==> src/rtl/gen_primos_pkg.sv <==
// Shared definitions for the prime-sequence generator: FSM encoding,
// counter width and an elaboration-time integer square root.
package gen_primos_pkg;

  localparam int COUNT_W = 4;

  typedef enum logic [1:0] {
    ST_IDLE   = 2'd0,
    ST_SEARCH = 2'd1,
    ST_SHOW   = 2'd2
  } state_t;

  // floor(sqrt(v)) for the small constant ranges used by the divisor loop
  function automatic int isqrt(input int v);
    int r;
    r = 0;
    for (int i = 0; i <= 16; i++) begin
      if (i * i <= v) begin
        r = i;
      end else begin
        r = r;
      end
    end
    return r;
  endfunction

endpackage

==> src/rtl/gen_primos_if.sv <==
// Request/result bundle between a requester (master) and the prime
// generator (slave).
interface gen_primos_if
  import gen_primos_pkg::*;
#(
  parameter int W = 4
) ();
  logic               next;
  logic               ready;
  logic               valid;
  logic [W-1:0]       prime;
  logic               wrap;
  logic [COUNT_W-1:0] count;

  modport master (output next, input ready, valid, prime, wrap, count);
  modport slave  (input next, output ready, valid, prime, wrap, count);
endinterface

==> src/rtl/gen_primos_es_primo.sv <==
// Combinational primality test by trial division over 2..floor(sqrt(2^W-1)).
module es_primo
  import gen_primos_pkg::*;
#(
  parameter int W = 4
) (
  input  logic [W-1:0] value_i,
  output logic         is_prime_o
);

  localparam int DMAX = isqrt((32'd1 << W) - 32'd1);

  // Any divisor other than the value itself rules it out; 0 and 1 never qualify
  always_comb begin
    is_prime_o = (value_i >= W'(2));
    for (int d = 2; d <= DMAX; d++) begin
      is_prime_o = is_prime_o &
                   ~((value_i != W'(d)) && ((value_i % W'(d)) == {W{1'b0}}));
    end
  end

endmodule

==> src/rtl/gen_primos.sv <==
// Prime sequence generator: on each request, searches upward from the last
// emitted prime (mod 2^W) and presents the next prime for one cycle.
module gen_primos
  import gen_primos_pkg::*;
#(
  parameter int W = 4
) (
  input  logic         clk,
  input  logic         rst,
  gen_primos_if.slave  bus
);

  localparam logic [W-1:0]       ONE_W   = {{(W-1){1'b0}}, 1'b1};
  localparam logic [W-1:0]       MAX_W   = {W{1'b1}};
  localparam logic [COUNT_W-1:0] ONE_CNT = {{(COUNT_W-1){1'b0}}, 1'b1};

  state_t             state_q, state_d;
  logic [W-1:0]       cand_q,  cand_d;
  logic [W-1:0]       prime_q, prime_d;
  logic [COUNT_W-1:0] count_q, count_d;
  logic               wrap_q,  wrap_d;
  logic               cand_is_prime_s;

  es_primo #(.W(W)) u_es_primo (
    .value_i    (cand_q),
    .is_prime_o (cand_is_prime_s)
  );

  // State and datapath registers
  always_ff @(posedge clk or posedge rst) begin
    if (rst) begin
      state_q <= ST_IDLE;
      cand_q  <= {W{1'b0}};
      prime_q <= {W{1'b0}};
      count_q <= {COUNT_W{1'b0}};
      wrap_q  <= 1'b0;
    end else begin
      state_q <= state_d;
      cand_q  <= cand_d;
      prime_q <= prime_d;
      count_q <= count_d;
      wrap_q  <= wrap_d;
    end
  end

  // Next-state logic; count advances on entry to SHOW so it is current while valid
  always_comb begin
    state_d = state_q;
    cand_d  = cand_q;
    prime_d = prime_q;
    count_d = count_q;
    wrap_d  = wrap_q;
    case (state_q)
      ST_IDLE: begin
        if (bus.next) begin
          cand_d  = prime_q + ONE_W;
          wrap_d  = (prime_q == MAX_W);
          state_d = ST_SEARCH;
        end else begin
          state_d = ST_IDLE;
        end
      end
      ST_SEARCH: begin
        if (cand_is_prime_s) begin
          prime_d = cand_q;
          count_d = count_q + ONE_CNT;
          state_d = ST_SHOW;
        end else begin
          cand_d  = cand_q + ONE_W;
          wrap_d  = wrap_q | (cand_q == MAX_W);
          state_d = ST_SEARCH;
        end
      end
      ST_SHOW: begin
        state_d = ST_IDLE;
      end
      default: begin
        state_d = ST_IDLE;
      end
    endcase
  end

  assign bus.ready = (state_q == ST_IDLE);
  assign bus.valid = (state_q == ST_SHOW);
  assign bus.prime = prime_q;
  assign bus.wrap  = (state_q == ST_SHOW) & wrap_q;
  assign bus.count = count_q;

endmodule

==> src/flat_wrapper.sv <==
// flat-port wrapper written by rule: the top's interface ports become plain ports
module gen_primos_flat import gen_primos_pkg::*;
#(
  parameter int W = 4
)
  (clk, rst, bus_next, bus_ready, bus_valid, bus_prime, bus_wrap, bus_count);
  gen_primos_if #(.W(W)) bus_i ();
  input  logic clk;
  input  logic rst;
  input wire logic [$bits(bus_i.next)-1:0] bus_next;
  output wire logic [$bits(bus_i.ready)-1:0] bus_ready;
  output wire logic [$bits(bus_i.valid)-1:0] bus_valid;
  output wire logic [$bits(bus_i.prime)-1:0] bus_prime;
  output wire logic [$bits(bus_i.wrap)-1:0] bus_wrap;
  output wire logic [$bits(bus_i.count)-1:0] bus_count;
  assign bus_i.next = bus_next;
  assign bus_ready = bus_i.ready;
  assign bus_valid = bus_i.valid;
  assign bus_prime = bus_i.prime;
  assign bus_wrap = bus_i.wrap;
  assign bus_count = bus_i.count;
  gen_primos #(.W(W)) u_core (.clk(clk), .rst(rst), .bus(bus_i));
endmodule
==> config.mk <==
export PLATFORM = sky130hd
export DESIGN_NAME = gen_primos_flat
export DESIGN_NICKNAME = d
export VERILOG_FILES = /design/src/rtl/gen_primos_pkg.sv /design/src/rtl/gen_primos_if.sv /design/src/rtl/gen_primos_es_primo.sv /design/src/rtl/gen_primos.sv /design/src/flat_wrapper.sv
export SDC_FILE = /design/constraint.sdc
export NUM_CORES = 1
export LEC_CHECK = 0
export ABC_AREA = 1
export CORE_MARGIN = 2
export CORE_UTILIZATION = 57
export CTS_CLUSTER_SIZE = 20
export DETAILED_ROUTE_END_ITERATION = 8
export PLACE_DENSITY = 0.87
export SLEW_MARGIN = 0
export SYNTH_ARGS = -nofsm -noshare
export SYNTH_HDL_FRONTEND = slang
export SYNTH_SLANG_ARGS = --single-unit
export TNS_END_PERCENT = 5
==> constraint.sdc <==
create_clock -name clk -period 4.8 [get_ports clk]
set_input_delay 0.72 -clock clk [delete_from_list [all_inputs] [get_ports clk]]
set_output_delay 0.72 -clock clk [all_outputs]
set_load 0.01 [all_outputs]
# [After elaboration in Yosys (flattened, before gate mapping)]
# Index checks and enable logic that the tools add are counted.
[op_classes] bitwise=6 reduce_logical=8 n_addsub=3 div=1 muxes=9 n_eq_ne=8 magnitude_cmp=1
[ops] operator="adder 4 x 1 -> 4 bit (second input constant)" count=3
[ops] operator="== test 4 bit (second input constant)" count=2
[ops] operator="logical NOT 4 bit" count=2
[ops] operator="2-to-1 mux 4 bit" count=2
[ops] operator="inequality test 4 x 2 -> 1 bit (second input constant)" count=2
[ops] operator="case mux 4 bit (2 select lines)" count=1
[ops] operator="greater-or-equal comparator 4 x 2 -> 1 bit (second input constant)" count=1
[ops] operator="remainder unit 4 x 2 -> 4 bit (second input constant)" count=1
[ops] operator="inequality test 2 bit (second input constant)" count=2
[ops] operator="case mux 2 bit (2 select lines)" count=1
[ops] operator="AND 1 bit" count=3
[ops] operator="2-to-1 mux 1 bit" count=3
[ops] operator="AND reduction 3 bit" count=1
[ops] operator="== test 2 x 1 -> 1 bit (second input constant)" count=1
[ops] operator="== test 2 bit (second input constant)" count=1
[ops] operator="logical AND 1 bit" count=2
[ops] operator="logical NOT 2 bit" count=1
[ops] operator="2-to-1 mux 2 bit" count=1
[ops] operator="inverter 1 bit" count=2
[ops] operator="case mux 1 bit (2 select lines)" count=1
[ops] operator="AND reduction 2 bit" count=1
[ops] operator="nonzero test 2 bit" count=1
[ops] operator="OR 1 bit" count=1
[totals] output_inout_bits=11 regBits=15 input_bits=3 word_cells=41

# [Longest topological paths before layout]
[depth] depth_word=7 depth_mapped=19

# [Hierarchy]
# Synthesis repeated with hierarchy kept, for this count alone.
[unflattened] cells_unflattened=132 area_unflattened_um2=1016.0
[by_module_without_submodules] module="gen_primos" cells_each=82 n_inst=1 area_per_inst_um2=753.2 seq_area_each_um2=375.4
[by_module_without_submodules] module="es_primo" cells_each=50 n_inst=1 area_per_inst_um2=262.8 seq_area_each_um2=0.0

# [Worst setup path before layout]
# No wires, ideal clock.
[synth_path] kind="register to register" from="register u_core.cand_q[2]" to="register u_core.count_q[2], in the netlist u_core.bus.count[2]" t_arrival_ps=2436 synth_period_minus_slack_ps=2558 path_slack_ps=2242 t_required_ps=4678 setup_ps=122 path_stages_with_launch=17 path_cell_list="dfrtp_1 -> inv_2 -> nor2_2 -> ha_1 -> inv_1 -> ha_1 -> or2_2 -> nand2_1 -> ha_1 -> or2_2 -> nand2_1 -> nand3_2 -> nor2_2 -> nor2_2 -> nand2_4 -> buf_12 -> o21ai_2"
[synth_via] elab_chain_len=6 elab_cells_between_ends=12
[synth_lines] item="start: declaration" line_no="gen_primos.sv:18" source="logic [W-1:0] cand_q, cand_d;"
[synth_lines] item="start signal: assignment" line_no="gen_primos.sv:33" source="cand_q <= {W{1'b0}};"
[synth_lines] item="start signal: assignment" line_no="gen_primos.sv:39" source="cand_q <= cand_d;"
[synth_lines] item="remainder unit 4 x 2 -> 4 bit or inequality test 4 x 2 -> 1 bit (tied branches)" line_no="gen_primos_es_primo.sv:18" source="~((value_i != W'(d)) && ((value_i % W'(d)) == {W{1'b0}}));"
[synth_lines] item="logical NOT 4 bit or logical AND 1 bit (tied branches)" line_no="gen_primos_es_primo.sv:18"
[synth_lines] item="logical AND 1 bit or inverter 1 bit (tied branches)" line_no="gen_primos_es_primo.sv:18"
[synth_lines] item="inverter 1 bit or AND 1 bit (tied branches)" line_no="gen_primos_es_primo.sv:18, gen_primos_es_primo.sv:17"
[synth_lines] item="AND 1 bit (*)" line_no="gen_primos_es_primo.sv:17" source="is_prime_o = is_prime_o &"
[synth_lines] item="AND reduction 2 bit (no line) (*)"
[synth_lines] item="end signal: assignment" line_no="gen_primos.sv:35" source="count_q <= {COUNT_W{1'b0}};"
[synth_lines] item="end signal: assignment" line_no="gen_primos.sv:41" source="count_q <= count_d;"
[synth_lines] item="end: declaration" line_no="gen_primos.sv:20" source="logic [COUNT_W-1:0] count_q, count_d;"
# Every way passes the cells marked *; elsewhere a longest branch is shown, timed or not.
# A chain may end at the register's enable or synchronous reset.

# [Worst setup path in the final report]
[layout_path] from="register u_core.cand_q[2]" to="register u_core.count_q[0], in the netlist u_core.bus.count[0]"
# Same word-level chain as after synthesis.

==> impl_metrics.tcl <==
set metrics [dict create \
    dp_hpwl_um 1599 \
    overflow 0 \
    clock-sinks 15 \
    post_cts_buffers 0 \
    antenna_found_initial 0 \
    worst_path_dominant_cell_family "simple AND/OR/NAND/NOR gates" \
    final_cell_mix "nand2_1 (33), nand3_1 (17), dfrtp_1 (15)" \
    synth_area_leaders "dfrtp_1 (34%), nand2_1 (11%), nand3_1 (7.6%)" \
    syn_inst 140 \
    start_util 0.6239 \
    min_path_cells 2 \
    io_buffers 13 \
    slew_violations 0 \
    synth_top_cell_area_share 0.3375 \
    first_pass_iters 4 \
    path_clk_slew_ns 0.08 \
    nFillCells 143 \
    r2r_start "u_core.cand_q[2]" \
    routabilityCongestion 0.8649 \
    synth-seq-cells 15 \
    end_kind "flip-flop" \
    tns_ns 0 \
    rsz0062_at_grt "no" \
    slowest_stage "dfrtp_1" \
    fp.coreArea_sq_um 1783 \
    drive_above_1_share 0.2581 \
    pre_cts_ws_ns 1.944 \
    syn_area_sq_um 1112 \
    synth_cell_types 26 \
    routed_wl_um 2104 \
    worst_r2r_endpoint "u_core.bus.count[0]" \
    fin_ws_ns 1.925 \
    cts_hold_buf 0 \
    via_per_inst 5.189 \
    grt_max_degree 16 \
    outcome "finished, final reports clean" \
    cp_common_cell "nand2_1" \
    dr_total_vias 934 \
    cp-start-kind "flip-flop" \
    drtIter0Drc 19 \
    cts_buffer_depth 2 \
    grt_pass1_vias 804 \
    cp.required_ns 4.97 \
    cts_buffers 3 \
    crit_chain "inv_2 > nor2_2 > ha_1 > inv_1 > ha_1 > or2_2 > nand2_1 > ha_1 > or2_2 > nand2_1 > nand3_2 > nor2_2 > nor2_2 > nand2_4 > inv_1 > nand2_1 > nand2_1" \
    path_class "reg2reg" \
    cts-root-buf "clkbuf_4" \
    arrival_ns 3.05 \
    fmax_mhz 347.8 \
    diodes 0 \
    syn2layout_area_growth_pct 14.40 \
    crit_buf_inv 3 \
    hold_path.class "reg2reg" \
    critPathMaxStageDelay_ns 0.43 \
    post-route-drc-count 0 \
    relSlewSlack 0.6209 \
    yosysTopAreaCell "dfrtp_1" \
    finalWorstPathRequiredPeriod_ns 2.875 \
    pin_count 14 \
    hp-start "u_core.bus.count[3]" \
    cts_resized 0 \
    die_width_um 48.18 \
    grt_usage 0.2123 \
    drv_cap 0 \
    rr_worst_depth 17 \
    finalHoldViolCount 0 \
    h-tree-depth 1 \
    final_common_cell "nand2_1" \
    synth_nets 148 \
    cts_tree "yes" \
    wire_per_inst_um 11.69 \
    fin_skew_ns 0.008048 \
    p_per_area_nw_per_um2 800.1 \
    r2r_slack_ns 1.92 \
    hold_end "u_core.bus.count[3]" \
    fin_crit_sh 0.5990 \
    yosysWarnings 0 \
    setup_viol 0 \
    fin_nets 164 \
    syn_area_per_cell_sq_um 7.945 \
    die_h_um 48.18 \
    insertion_delay_ns 0.28 \
    grt_first_pass_wirelength_um 3415 \
    yosysSeqAreaShare 0.3375 \
    worstMarginPinSlew_ns 0.5680 \
    cp_max_fo 14 \
    die_area_sq_um 2321 \
    rows 15 \
    leakagePower_nw 0.6278 \
    holdWs_ns 0.5446 \
    ant_nets 0 \
    peakVddDrop_uv 446.8 \
]
==> worst register-to-register path, stage by stage, from the launching register on <==
cell     delay (ns)
dfrtp_1        0.43
inv_2          0.09
nor2_2         0.10
ha_1           0.14
inv_1          0.04
ha_1           0.30
or2_2          0.34
nand2_1        0.07
ha_1           0.22
or2_2          0.29
nand2_1        0.08
nand3_2        0.09
nor2_2         0.10
nor2_2         0.05
nand2_4        0.17
inv_1          0.13
nand2_1        0.09
nand2_1        0.05
==> registers in the layout, indices dropped and copies added (netlist names) <==
name,flops
u_core.bus.prime,4
u_core.wrap_q,1
u_core.cand_q,4
u_core.state_q,2
u_core.bus.count,4
==> cells by family after synthesis <==
logic type,Yosys count,share of synthesized area
and+or+nand+nor,79,0.3735
buffers and inverters,20,0.08549
AOI/OAI and AO/OA,17,0.1159
DFF,15,0.3375
adders and majority gates,5,0.05624
xor gates and xnor gates,4,0.03150
==> metal layers <==
layer / part of all wire / GRT usage / wire (um)
met2: 0.46 / 0.3158 / 961
met3: 0.045 / 0.04444 / 95
met5: 0 / 0 / 0
met1: 0.49 / 0.3023 / 1029
met4: 0.0081 / 0.08108 / 17
==> cells in the mapped netlist, drive strengths merged <==
master	count
a21oi	2
a41oi	1
and3	1
buf	2
dfrtp	15
ha	5
inv	18
nand2	46
nand3	21
nor2	8
o21ai	11
o21bai	1
o22ai	1
o31ai	1
or2	3
xnor2	2
xor2	2
==> power by group <==
| group | switching, mW | leakage, nW | internal (mW) |
|---|---|---|---|
| Sequential | 0.0765 | 0.192 | 0.181 |
| Clock | 0.0392 | 0.0150 | 0.0323 |
| Combinational | 0.410 | 0.421 | 0.279 |
| Total | 0.526 | 0.628 | 0.492 |
==> per-stage QoR <==
step           cell area [sq um]  utilization  total power, mW  cells
6_report                    1272       0.7137            1.018    180
5_1_grt                     1272       0.7137            1.122    180
4_1_cts                     1272       0.7137            1.023    180
3_5_place_dp                1246       0.6989           0.9463    176
3_3_place_gp                1246       0.6989           0.9248    176
2_1_floorplan               1112            -           0.8073    140
==> how the worst max path moves through the flow <==
| stage | from | cells after the start | slack [ns] | endpoint |
|---|---|---|---|---|
| 6_report | u_core.cand_q[2] | 17 | 1.92 | u_core.bus.count[0] |
| 5_1_grt | u_core.cand_q[2] | 17 | 1.68 | u_core.bus.count[0] |
| 4_1_cts | u_core.cand_q[2] | 17 | 1.92 | u_core.bus.count[0] |
| 3_5_place_dp | u_core.cand_q[2] | 17 | 1.94 | u_core.bus.count[0] |
| 3_3_place_gp | u_core.cand_q[2] | 17 | 2.02 | u_core.bus.count[3] |
| 2_1_floorplan | u_core.cand_q[2] | 16 | 2.24 | u_core.bus.count[2] |
==> cell type report <==
type	instances	area (sq um)	share of cell area
inverters	18	67.56	0.05310
flip-flops and latches	15	375.4	0.2950
well taps	25	31.28	0.02458
repair buffers	13	130.1	0.1023
clock buffers	4	26.28	0.02065
multi-input cells	105	641.9	0.5044
No activity file was read; power rests on OpenSTA's default activity.
